File: config.mk
export PLATFORM = sky130hd
export DESIGN_NAME = dfx_stream_decoupler
export DESIGN_NICKNAME = d
export VERILOG_FILES = /design/src/rtl/dfx_stream_decoupler.sv
export SDC_FILE = /design/constraint.sdc
export NUM_CORES = 1
export LEC_CHECK = 0
export BUFFER_PORTS_ARGS = -buffer_cell sky130_fd_sc_hd__buf_2
export CORE_UTILIZATION = 44
export CTS_CLUSTER_SIZE = 8
export DETAILED_ROUTE_END_ITERATION = 8
export PLACE_DENSITY = 0.78
export SETUP_SLACK_MARGIN = 0.15
export SYNTH_ARGS = -nofsm -noshare
export SYNTH_HDL_FRONTEND = slang
export SYNTH_SLANG_ARGS = --single-unit
File: constraint.sdc
create_clock -name clk -period 2.5 [get_ports clk]
set_clock_uncertainty 0.05 [all_clocks]
set_input_delay 0.25 -clock clk [delete_from_list [all_inputs] [get_ports clk]]
set_output_delay 0.25 -clock clk [all_outputs]
set_load 0.05 [all_outputs]
File: src/rtl/dfx_stream_decoupler.sv
// Packet-safe DFX decoupler for one AXI-Stream master port driven by a reconfigurable module.
// Optional forced-drain timeout is compiled in with DFX_STREAM_DRAIN_TIMEOUT_EN.
module dfx_stream_decoupler #(
  parameter int DATA_WIDTH    = 32,
  parameter int CNT_WIDTH     = 16,
  parameter int DRAIN_TIMEOUT = 1024
) (
  input  logic                    clk,
  input  logic                    reset,
  input  logic [DATA_WIDTH-1:0]   S_AXI_TDATA,
  input  logic [DATA_WIDTH/8-1:0] S_AXI_TKEEP,
  input  logic                    S_AXI_TVALID,
  input  logic                    S_AXI_TLAST,
  output logic                    S_AXI_TREADY,
  output logic [DATA_WIDTH-1:0]   M_AXI_TDATA,
  output logic [DATA_WIDTH/8-1:0] M_AXI_TKEEP,
  output logic                    M_AXI_TVALID,
  output logic                    M_AXI_TLAST,
  input  logic                    M_AXI_TREADY,
  input  logic                    decouple_req,
  output logic                    decouple_ack,
  output logic                    drain_timeout,
  output logic [CNT_WIDTH-1:0]    beat_cnt,
  output logic [CNT_WIDTH-1:0]    pkt_cnt
);

  typedef enum logic [1:0] {PASS, DRAIN, DECOUPLED} state_t;

  state_t state;
  logic   in_pkt;
  logic   stall;
  logic   gate_open;
  logic   accept;
  logic   drain_done;
  logic   timeout_hit;

  // In DRAIN the gate stays open only to finish a packet or a presented beat.
  assign gate_open = (state == PASS) || ((state == DRAIN) && (in_pkt || stall));

  assign M_AXI_TDATA  = gate_open ? S_AXI_TDATA  : '0;
  assign M_AXI_TKEEP  = gate_open ? S_AXI_TKEEP  : '0;
  assign M_AXI_TVALID = gate_open & S_AXI_TVALID;
  assign M_AXI_TLAST  = gate_open & S_AXI_TLAST;
  assign S_AXI_TREADY = gate_open & M_AXI_TREADY;

  assign accept     = M_AXI_TVALID & M_AXI_TREADY;
  assign drain_done = !gate_open || (accept && S_AXI_TLAST);

`ifdef DFX_STREAM_DRAIN_TIMEOUT_EN
  localparam int TW = $clog2(DRAIN_TIMEOUT + 1);

  logic [TW-1:0] to_cnt;
  logic          to_flag;

  assign timeout_hit   = (state == DRAIN) && !drain_done && (to_cnt == TW'(DRAIN_TIMEOUT - 1));
  assign drain_timeout = to_flag;

  always_ff @(posedge clk) begin
    if (reset) begin
      to_cnt  <= '0;
      to_flag <= 1'b0;
    end else if ((state == PASS) && decouple_req) begin
      to_cnt  <= '0;
      to_flag <= 1'b0;
    end else if (state == DRAIN) begin
      to_cnt <= to_cnt + TW'(1);
      if (timeout_hit) to_flag <= 1'b1;
    end
  end
`else
  assign timeout_hit   = 1'b0;
  assign drain_timeout = 1'b0;
`endif

  always_ff @(posedge clk) begin
    if (reset) begin
      state        <= PASS;
      decouple_ack <= 1'b0;
      in_pkt       <= 1'b0;
      stall        <= 1'b0;
      beat_cnt     <= '0;
      pkt_cnt      <= '0;
    end else begin
      if (accept) begin
        beat_cnt <= beat_cnt + CNT_WIDTH'(1);
        if (S_AXI_TLAST) pkt_cnt <= pkt_cnt + CNT_WIDTH'(1);
      end
      case (state)
        PASS: begin
          stall <= M_AXI_TVALID & ~M_AXI_TREADY;
          if (accept) in_pkt <= ~S_AXI_TLAST;
          if (decouple_req) state <= DRAIN;
        end
        DRAIN: begin
          stall <= M_AXI_TVALID & ~M_AXI_TREADY;
          if (accept) in_pkt <= ~S_AXI_TLAST;
          // A dropped request does not abort the drain; release happens from DECOUPLED.
          if (drain_done || timeout_hit) begin
            state        <= DECOUPLED;
            decouple_ack <= 1'b1;
          end
        end
        DECOUPLED: begin
          in_pkt <= 1'b0;
          stall  <= 1'b0;
          if (!decouple_req) begin
            state        <= PASS;
            decouple_ack <= 1'b0;
          end
        end
        default: begin
          state        <= PASS;
          decouple_ack <= 1'b0;
        end
      endcase
    end
  end

endmodule

==> run summary, run 1 <==
Run status -> completed
Syn Nets -> 293
Layout Cells excl Fill -> 404
Die area -> 4860 µm²
GR Util met2 -> 39.7%
YS warnings -> 0
Crit end category -> output pin
Worst hold margin -> 0.180 ns
Setup Viol. Count Final -> 0
Syn Inst Count -> 249
Placer Congestion -> 0.773
Starting density of the core -> 46.0%
Power Density -> 565 nW/µm²
Max Clk Rate -> 458 MHz
Grt met3 use -> 4.65%
Gate power share -> 32.5%
Fin. Hold Viols -> 0
Routed WL -> 5380 µm
CTS resizes -> 0
Critical path startpoint -> state[1]
Hold path depth -> 3
Clock slew at reported path FFs -> 0.07 ns
Reg2reg start -> state[1]
CTS Root Cell -> clkbuf_8
Layout cell share with drive strength beyond 1 -> 36.4%
Rel. slew slack -> 47.7%
Met1 Track Usage GR -> 24.2%
Critical Path RT -> 2.20 ns
Num CTS Buffers -> 5
Maximum vdd drop -> 0.271 mV
Clock Path Buffers -> 2
Clock Power Share -> 26.8%
Max-Cap Viols -> 0
Floorplan core area -> 4380 µm²
Slew Limit Fails -> 0
Post-DRT Antenna Nets -> 0
Slew @ Worst Pin -> 0.782 ns
Row cnt -> 24
Setup_tns -> 0 ns
Crit path max fanout -> 43
RSZ-0062 raised after global routing -> no
Routed via count -> 2197
Int Power -> 0.000916 W
R2r worst-path depth -> 4
# IOs -> 115
Number of levels in the clock H-tree -> 2
CTS tree -> done
Final Cell Area -> 2660 µm²
Net Switching -> 0.000585 W
First-pass GRT wire length -> 8360 µm
Cell leakage power -> 1.26 nW
Min-delay src -> decouple_req
Drt drc -> 0
Die X -> 69.7 µm
I/O Buffers -> 113
Largest net degree at the start of global routing -> 44
Most common cell after layout, fill and taps aside -> buf_2
Post-synth cell types -> 36
Overall power -> 0.00150 W
NumNets Final -> 395
Setup bufs post-CTS -> 0
Clock Sinks -> 37
GR Overflow Total -> 0
Register area share after synthesis -> 36.7%
Worst hold path class -> in -> reg
Hold buffer count at cts -> 0
Tcrit/Tclk final -> 87.4%
Avg Vias per Cell -> 5.44
DR pass1 iterations -> 4
Global Route Usage Sum -> 21.3%
Sw Ratio -> 39.0%
Dpl cells -> 396
Avg WL per Cell -> 13.3 µm
Minimum clock period -> 2.18 ns
Sequential share of power -> 40.7%
Busiest grt layer -> met2
Initial antenna violation count -> 0
Worst setup SP type -> flop
1st-iter DRT viols -> 105
Synthesized area -> 2020 µm²
Die Height -> 69.7 µm
CP arrival -> 1.88 ns
Commonest cells after routing, fill and taps aside -> buf_2, and3_1, dfxtp_1
Area of placed instances -> 2570 µm²
Vias in the first global route -> 1955
Area Overhead vs Synth -> 31.7%
Worst-Skew Late Latency -> 0.29 ns
ANT cells -> 0
Post-DP HPWL -> 3890 µm
Register bit total from synthesis -> 37
Critical path class -> reg -> out
Mean area per synthesized cell -> 8.10 µm²
==> final cells by class <==
| type | count | area, µm² |
|---|---|---|
| multi-input combinational | 188 | 1170 |
| clock inverter | 2 | 10.0 |
| inverter | 5 | 22.5 |
| clock buffer | 6 | 72.6 |
| tap | 52 | 65.1 |
| fill | 417 | 1730 |
| sequential | 37 | 741 |
| timing repair buffer | 114 | 573 |
==> cells in the mapped netlist <==
cell type  instances  share of area, %
buf_4              1              0.37
o31ai_1            8               3.0
mux2_2             2               1.1
mux2i_1            1              0.50
clkbuf_1          13               2.4
nand3_1            8               2.0
buf_6              1              0.56
nand4b_1           1              0.43
inv_1              5              0.93
nor3b_1            1              0.37
o21ai_0           10               2.5
nor2_1            19               3.5
or3_1             10               3.1
nand2_1           14               2.6
nor4_1             6               1.9
nand4_1            4               1.2
nor3_1             3              0.74
nand4b_4           1               1.2
or3b_2             1              0.43
nand3b_1           1              0.37
nor4b_1            3               1.3
nand2b_1           1              0.31
dfxtp_1           37                37
conb_1             1              0.19
xor2_1             3               1.3
o21a_1             1              0.37
xnor2_1           11               4.8
buf_2              4              0.99
nor2b_1            2              0.62
nor3b_2            1              0.62
ha_1               2               1.2
a21oi_1           21               5.2
and4_1             2              0.87
or4_1              8               3.0
and4b_2            1              0.56
and3_1            41                13
==> path summary, 6_finish.rpt <==
kind,end,slack [ns]
setup / recovery,M_AXI_TKEEP[2],0.32
hold / removal,state[1],0.18
setup reg to reg,pkt_cnt[15],0.40
hold reg to reg,decouple_ack,0.43
==> layer usage <==
| layer | share of wire [%] | routed length, µm | vias to the layer above |
|---|---|---|---|
| met5 | 0 | 0 | - |
| met4 | 1.1 | 58 | 0 |
| met3 | 5.9 | 315 | 6 |
| met2 | 51 | 2760 | 74 |
| met1 | 42 | 2240 | 1008 |
| li1 | - | - | 1109 |
==> kinds of logic (layout without fill, tap and decap cells) <==
logic type      count (synthesis)  count (layout)  synth area share, %
simple gates                  128             128                 37.8
compound gates                 40              40                 11.0
flops                          37              37                 36.7
buf+inv                        24             127                 5.27
xor+xnor                       14              14                 6.08
mux                             3               3                 1.61
fa+ha+maj                       2               2                 1.24
other cells                     1               1                0.186
==> through the flow <==
step                util, %  worst slack [ns]
global route           60.6             0.171
CTS                    60.4             0.197
finish                 60.6             0.315
detailed placement     58.6             0.452
global placement       58.6             0.516
floorplan                 -             0.326
==> worst max-delay path: stages, from the launching register on <==
cell and delay (ns):
dfxtp_1 0.52, clkinvlp_4 0.52, and3_1 0.33, buf_2 0.21
==> state kept, by name, indices dropped and copies added, names as in the netlist <==
| register | count |
|---|---|
| pkt_cnt | 16 |
| state | 2 |
| stall | 1 |
| decouple_ack | 1 |
| in_pkt | 1 |
| beat_cnt | 16 |
==> power groups by stage <==
stage               registers (W)  logic, W  clock network [W]
finish                   0.000611  0.000488           0.000402
global route             0.000613  0.000512           0.000434
CTS                      0.000610  0.000489           0.000411
detailed placement       0.000624  0.000486                  0
global placement         0.000623  0.000486                  0
floorplan                0.000638  0.000363                  0
(Power assumes the default switching activity.)
==> inputs of run 2 (changes only) <==
--- a/config.mk
+++ b/config.mk
@@ -9,6 +9,7 @@
 export CORE_UTILIZATION = 44
 export CTS_CLUSTER_SIZE = 8
 export DETAILED_ROUTE_END_ITERATION = 8
+export GPL_TIMING_DRIVEN = 0
 export PLACE_DENSITY = 0.78
 export SETUP_SLACK_MARGIN = 0.15
 export SYNTH_ARGS = -nofsm -noshare
==> run 2 against run 1 <==
Combinational power is 3% higher. Sequential power hardly changed. Sequential share of layout area is 1.2 points lower. Die area stayed put. Wire length is 4.1% higher. Critical path type unchanged. Critical endpoint is now M_AXI_TDATA[31].
==> run summary, run 2 (synthesized netlist as in run 1, its figures left out) <==
Crit path max fanout -> 10 (was 43)
# IOs -> 115 (unchanged)
Drt drc -> 0 (unchanged)
Fin. Hold Viols -> 0 (unchanged)
Run status -> completed (unchanged)
Worst setup slack after layout -> 0.305 ns (was 0.315 ns)
Area Overhead vs Synth -> 38.0% (was 31.7%)
Initial antenna violation count -> 0 (unchanged)
ANT cells -> 0 (unchanged)
Worst setup SP type -> flop (unchanged)
Crit end category -> output pin (unchanged)
Max-Cap Viols -> 0 (unchanged)
Largest net degree at the start of global routing -> 13 (was 44)
Setup bufs post-CTS -> 0 (unchanged)
CTS Root Cell -> clkbuf_8 (unchanged)
Floorplan core area -> 4380 µm² (unchanged)
Busiest grt layer -> met2 (unchanged)
Die X -> 69.7 µm (unchanged)
DR pass1 iterations -> 4 (unchanged)
Tcrit/Tclk final -> 87.8% (was 87.4%)
Rel. slew slack -> 65.9% (was 47.7%)
Critical Path Max Stage Delay -> 0.54 ns (was 0.52 ns)
Critical Path RT -> 2.20 ns (about the same)
Critical path, cell by cell -> or3b_2 > clkbuf_1 > and3_1 > buf_2 (was clkinvlp_4 > and3_1 > buf_2)
Dpl cells -> 414 (was 396)
Post-DP HPWL -> 4220 µm (was 3890 µm)
Max Clk Rate -> 455 MHz (was 458 MHz)
RSZ-0062 raised after global routing -> no (unchanged)
1st-iter DRT viols -> 117 (was 105)
CTS tree -> done (unchanged)
Layout Cells excl Fill -> 422 (was 404)
Avg Vias per Cell -> 5.33 (was 5.44)
Post-DRT Antenna Nets -> 0 (unchanged)
Clock slew at reported path FFs -> 0.07 ns (about the same)
GR Util met2 -> 40.2% (was 39.7%)
Vias in the first global route -> 1909 (was 1955)
Row cnt -> 24 (unchanged)
Fin util -> 63.5% (was 60.6%)
Setup Viol. Count Final -> 0 (unchanged)
Largest regs -> beat_cnt: 16 flops, pkt_cnt: 16 flops, state: 2 flops (unchanged)
I/O Buffers -> 113 (unchanged)
Die area -> 4860 µm² (unchanged)
Commonest cells after routing, fill and taps aside -> buf_2, and3_1, dfxtp_1 (unchanged)
Critical path buffer and inverter count -> 2 (unchanged)
Num CTS Buffers -> 5 (unchanged)
Layout cell share with drive strength beyond 1 -> 36.2% (was 36.4%)
Met1 Track Usage GR -> 25.6% (was 24.2%)
CP arrival -> 1.90 ns (was 1.88 ns)
First-pass GRT wire length -> 8570 µm (was 8360 µm)
Die Height -> 69.7 µm (unchanged)
Maximum vdd drop -> 0.342 mV (was 0.271 mV)
Global Route Usage Sum -> 22.1% (was 21.3%)
Crit-path slowest cell -> or3b_2 (was dfxtp_1)
Routed WL -> 5600 µm (was 5380 µm)
Most common cell after layout, fill and taps aside -> buf_2 (unchanged)
Slew @ Worst Pin -> 0.508 ns (was 0.782 ns)
Placer Congestion -> 0.787 (was 0.773)
Slew Limit Fails -> 0 (unchanged)
Clock Path Buffers -> 2 (unchanged)
NumNets Final -> 413 (was 395)
Largest delay share family, worst path -> simple AND/OR/NAND/NOR gates (was buffers and inverters)
Setup_tns -> 0 ns (unchanged)
Layout fillers -> 413 (was 417)
Starting density of the core -> 46.0% (unchanged)
Clock Sinks -> 37 (unchanged)
Cell leakage power -> 1.32 nW (was 1.26 nW)
Number of levels in the clock H-tree -> 2 (unchanged)
Place WS -> 0.422 ns (was 0.452 ns)
Critical path class -> reg -> out (unchanged)
Hold buffer count at cts -> 0 (unchanged)
Routed via count -> 2250 (was 2197)
Grt met3 use -> 5.09% (was 4.65%)
Worst-Skew Late Latency -> 0.29 ns (about the same)
Power Density -> 620 nW/µm² (was 565 nW/µm²)
Worst hold path class -> in -> reg (unchanged)
Avg WL per Cell -> 13.3 µm (about the same)
Minimum clock period -> 2.20 ns (was 2.18 ns)
GR Overflow Total -> 0 (unchanged)
Overall power -> 0.00173 W (was 0.00150 W)
-- run 2: path summary, 6_finish.rpt --
check	slack [ns]	start	to	depth (start not counted)
worst max register to register	0.39	state[1]	pkt_cnt[15]	6
worst min register to register	0.43	beat_cnt[15]	beat_cnt[15]	2
worst max-delay path	0.30	state[0]	M_AXI_TDATA[31]	4
worst min-delay path	0.18	decouple_req	state[1]	3
-- run 2: repair_timing --
action,in CTS,in global routing
hold endpoints to repair,0,0
resized for setup,0,1
endpoints found under the setup margin,0,2
-- run 2: stage by stage --
step	hold slack (ns)	instance area, µm²
after floorplan	0.340	2020
after global placement	0.416	2650
after detailed placement	0.426	2650
after CTS	0.173	2780
after global routing	0.197	2780
final	0.180	2780
-- run 2: cell type report --
class | instances | area [µm²] | area share [%]
multi-input combinational | 188 | 1170 | 42.0
sequential | 37 | 742 | 26.7
timing repair buffer | 113 | 566 | 20.3
buffer | 19 | 87.6 | 3.15
clock buffer | 5 | 68.8 | 2.47
clock inverter | 3 | 65.1 | 2.34
tap | 52 | 65.1 | 2.34
inverter | 5 | 18.8 | 0.674
-- run 2: power by group --
part	switching [W]	internal [W]	total (W)	leakage [nW]
combinational	0.000373	0.000131	0.000505	0.951
clock	0.000216	0.000396	0.000612	0.0681
sequential	0.0000103	0.000599	0.000609	0.299
-- run 2: per-layer routing --
metal  part of all wire (%)  vias up
li1                       -     1147
met1                     41     1003
met2                     51       94
met3                    6.7        6
met4                   0.98        0
met5                      0        -
-- run 2: worst min-delay path: cells and delay by family --
kind                   cells  cell delay [ns]
AND/OR/NAND/NOR            1             0.05
buffers and inverters      1             0.11
AO/OA/AOI/OAI              1             0.06
==> inputs of run 3 (changes only) <==
--- a/config.mk
+++ b/config.mk
@@ -5,7 +5,7 @@
 export SDC_FILE = /design/constraint.sdc
 export NUM_CORES = 1
 export LEC_CHECK = 0
-export BUFFER_PORTS_ARGS = -buffer_cell sky130_fd_sc_hd__buf_2
+export BUFFER_PORTS_ARGS = -buffer_cell sky130_fd_sc_hd__clkbuf_2
 export CORE_UTILIZATION = 44
 export CTS_CLUSTER_SIZE = 8
 export DETAILED_ROUTE_END_ITERATION = 8
==> run 3 against run 2 <==
Total power fell by 12%. Maximum frequency is 1.1% lower. Critical path depth stayed put.
==> run summary, run 3 (synthesized netlist as in run 1, its figures left out) <==
Post-DRT Antenna Nets -> 0 (unchanged)
CP arrival -> 1.92 ns (was 1.90 ns)
Crit-path slowest cell -> or3b_2 (unchanged)
Clock Sinks -> 37 (unchanged)
Power Density -> 555 nW/µm² (was 620 nW/µm²)
Clock Path Buffers -> 2 (unchanged)
RSZ-0062 raised after global routing -> no (unchanged)
Die area -> 4860 µm² (unchanged)
Run status -> completed (unchanged)
Starting density of the core -> 46.0% (unchanged)
Avg WL per Cell -> 13.3 µm (about the same)
Routed via count -> 2263 (was 2250)
Rel. slew slack -> 65.1% (was 65.9%)
Place WS -> 0.451 ns (was 0.422 ns)
Vias in the first global route -> 1989 (was 1909)
NumNets Final -> 413 (unchanged)
Worst hold path class -> in -> reg (unchanged)
Layout cell share with drive strength beyond 1 -> 35.9% (was 36.2%)
Dpl cells -> 414 (unchanged)
Die Height -> 69.7 µm (unchanged)
Setup Viol. Count Final -> 0 (unchanged)
Tcrit/Tclk final -> 88.8% (was 87.8%)
Critical path buffer and inverter count -> 2 (unchanged)
DR pass1 iterations -> 4 (unchanged)
Layout Cells excl Fill -> 422 (unchanged)
Row cnt -> 24 (unchanged)
Max Clk Rate -> 450 MHz (was 455 MHz)
Slew Limit Fails -> 0 (unchanged)
1st-iter DRT viols -> 112 (was 117)
I/O Buffers -> 113 (unchanged)
Worst-Skew Late Latency -> 0.29 ns (about the same)
Number of levels in the clock H-tree -> 2 (unchanged)
Largest regs -> beat_cnt: 16 flops, pkt_cnt: 16 flops, state: 2 flops (unchanged)
Overall power -> 0.00152 W (was 0.00173 W)
Routed WL -> 5630 µm (was 5600 µm)
Reg2reg start -> state[1] (unchanged)
Slew @ Worst Pin -> 0.519 ns (was 0.508 ns)
Crit path max fanout -> 10 (unchanged)
Fin. Hold Viols -> 0 (unchanged)
First-pass GRT wire length -> 8550 µm (was 8570 µm)
Most common cell after layout, fill and taps aside -> clkbuf_2 (was buf_2)
Clock slew at reported path FFs -> 0.07 ns (about the same)
Largest net degree at the start of global routing -> 12 (was 13)
Layout fillers -> 403 (was 413)
Minimum clock period -> 2.22 ns (was 2.20 ns)
Max-Cap Viols -> 0 (unchanged)
Post-DP HPWL -> 4290 µm (was 4220 µm)
CTS Root Cell -> clkbuf_8 (unchanged)
Die X -> 69.7 µm (unchanged)
Cell leakage power -> 1.27 nW (was 1.32 nW)
Maximum vdd drop -> 0.290 mV (was 0.342 mV)
CTS tree -> done (unchanged)
Hold buffer count at cts -> 0 (unchanged)
Critical path startpoint -> state[0] (unchanged)
GR Overflow Total -> 0 (unchanged)
Commonest cells after routing, fill and taps aside -> clkbuf_2, and3_1, dfxtp_1 (was buf_2, and3_1, dfxtp_1)
Critical Path Max Stage Delay -> 0.53 ns (was 0.54 ns)
Area Overhead vs Synth -> 35.4% (was 38.0%)
Critical Path RT -> 2.20 ns (about the same)
Critical path class -> reg -> out (unchanged)
Global Route Usage Sum -> 22.0% (was 22.1%)
Min-delay src -> decouple_req (unchanged)
Setup_tns -> 0 ns (unchanged)
Floorplan core area -> 4380 µm² (unchanged)
Crit end category -> output pin (unchanged)
Setup bufs post-CTS -> 0 (unchanged)
Placer Congestion -> 0.768 (was 0.787)
Avg Vias per Cell -> 5.36 (was 5.33)
Drt drc -> 0 (unchanged)
Worst setup slack after layout -> 0.279 ns (was 0.305 ns)
Initial antenna violation count -> 0 (unchanged)
# IOs -> 115 (unchanged)
Num CTS Buffers -> 5 (unchanged)
Largest delay share family, worst path -> simple AND/OR/NAND/NOR gates (unchanged)
Critical path, cell by cell -> or3b_2 > clkbuf_1 > and3_1 > clkbuf_2 (was or3b_2 > clkbuf_1 > and3_1 > buf_2)
Worst setup SP type -> flop (unchanged)
ANT cells -> 0 (unchanged)
==> run 3: area by class of cell <==
type / instances / area (µm²) / area share [%]
Inverter: 5 / 18.8 / 0.687
Buffer: 19 / 87.6 / 3.21
Sequential cell: 37 / 742 / 27.2
Multi-Input combinational cell: 188 / 1170 / 42.8
Clock inverter: 2 / 10.0 / 0.366
Tap cell: 52 / 65.1 / 2.38
Clock buffer: 6 / 72.6 / 2.66
Timing Repair Buffer: 113 / 566 / 20.7
==> run 3: stage by stage <==
stage / utilization, % / hold slack (ns) / instance area, µm²
floorplan: - / 0.340 / 2020
global placement: 60.4 / 0.418 / 2650
detailed placement: 60.4 / 0.426 / 2650
CTS: 62.3 / 0.149 / 2730
global route: 62.3 / 0.179 / 2730
finish: 62.3 / 0.155 / 2730
==> run 3: final timing paths <==
kind | to | slack, ns | cells after the start
worst min-delay path | state[1] | 0.15 | 3
worst max-delay path | M_AXI_TKEEP[3] | 0.28 | 4
worst max register to register | pkt_cnt[15] | 0.45 | 6
worst min register to register | beat_cnt[15] | 0.43 | 2
==> run 3: power breakdown <==
group          leakage [nW]  internal, W  switching (W)
combinational         0.927     0.000129       0.000376
clock                0.0450     0.000193       0.000210
sequential            0.299     0.000599      0.0000104
==> run 3: repair_timing <==
item	in CTS	in global routing
gates resized for setup	0	1
endpoints found under the hold margin	0	0
setup endpoints to repair	0	2
==> run 3: tightest hold or removal path, delay by kind of cell <==
family | cells | cell delay, ns
AOI/OAI and AO/OA | 1 | 0.05
and+or+nand+nor | 1 | 0.05
buffers and inverters | 1 | 0.09
==> run 3: routing by layer <==
layer / wire (µm) / global-route usage (%) / vias to the layer above
met4: 95 / 10.4 / 0
met3: 284 / 3.49 / 8
li1: - / - / 1145
met5: 0 / 0 / -
met2: 2870 / 41.1 / 82
met1: 2380 / 24.0 / 1028
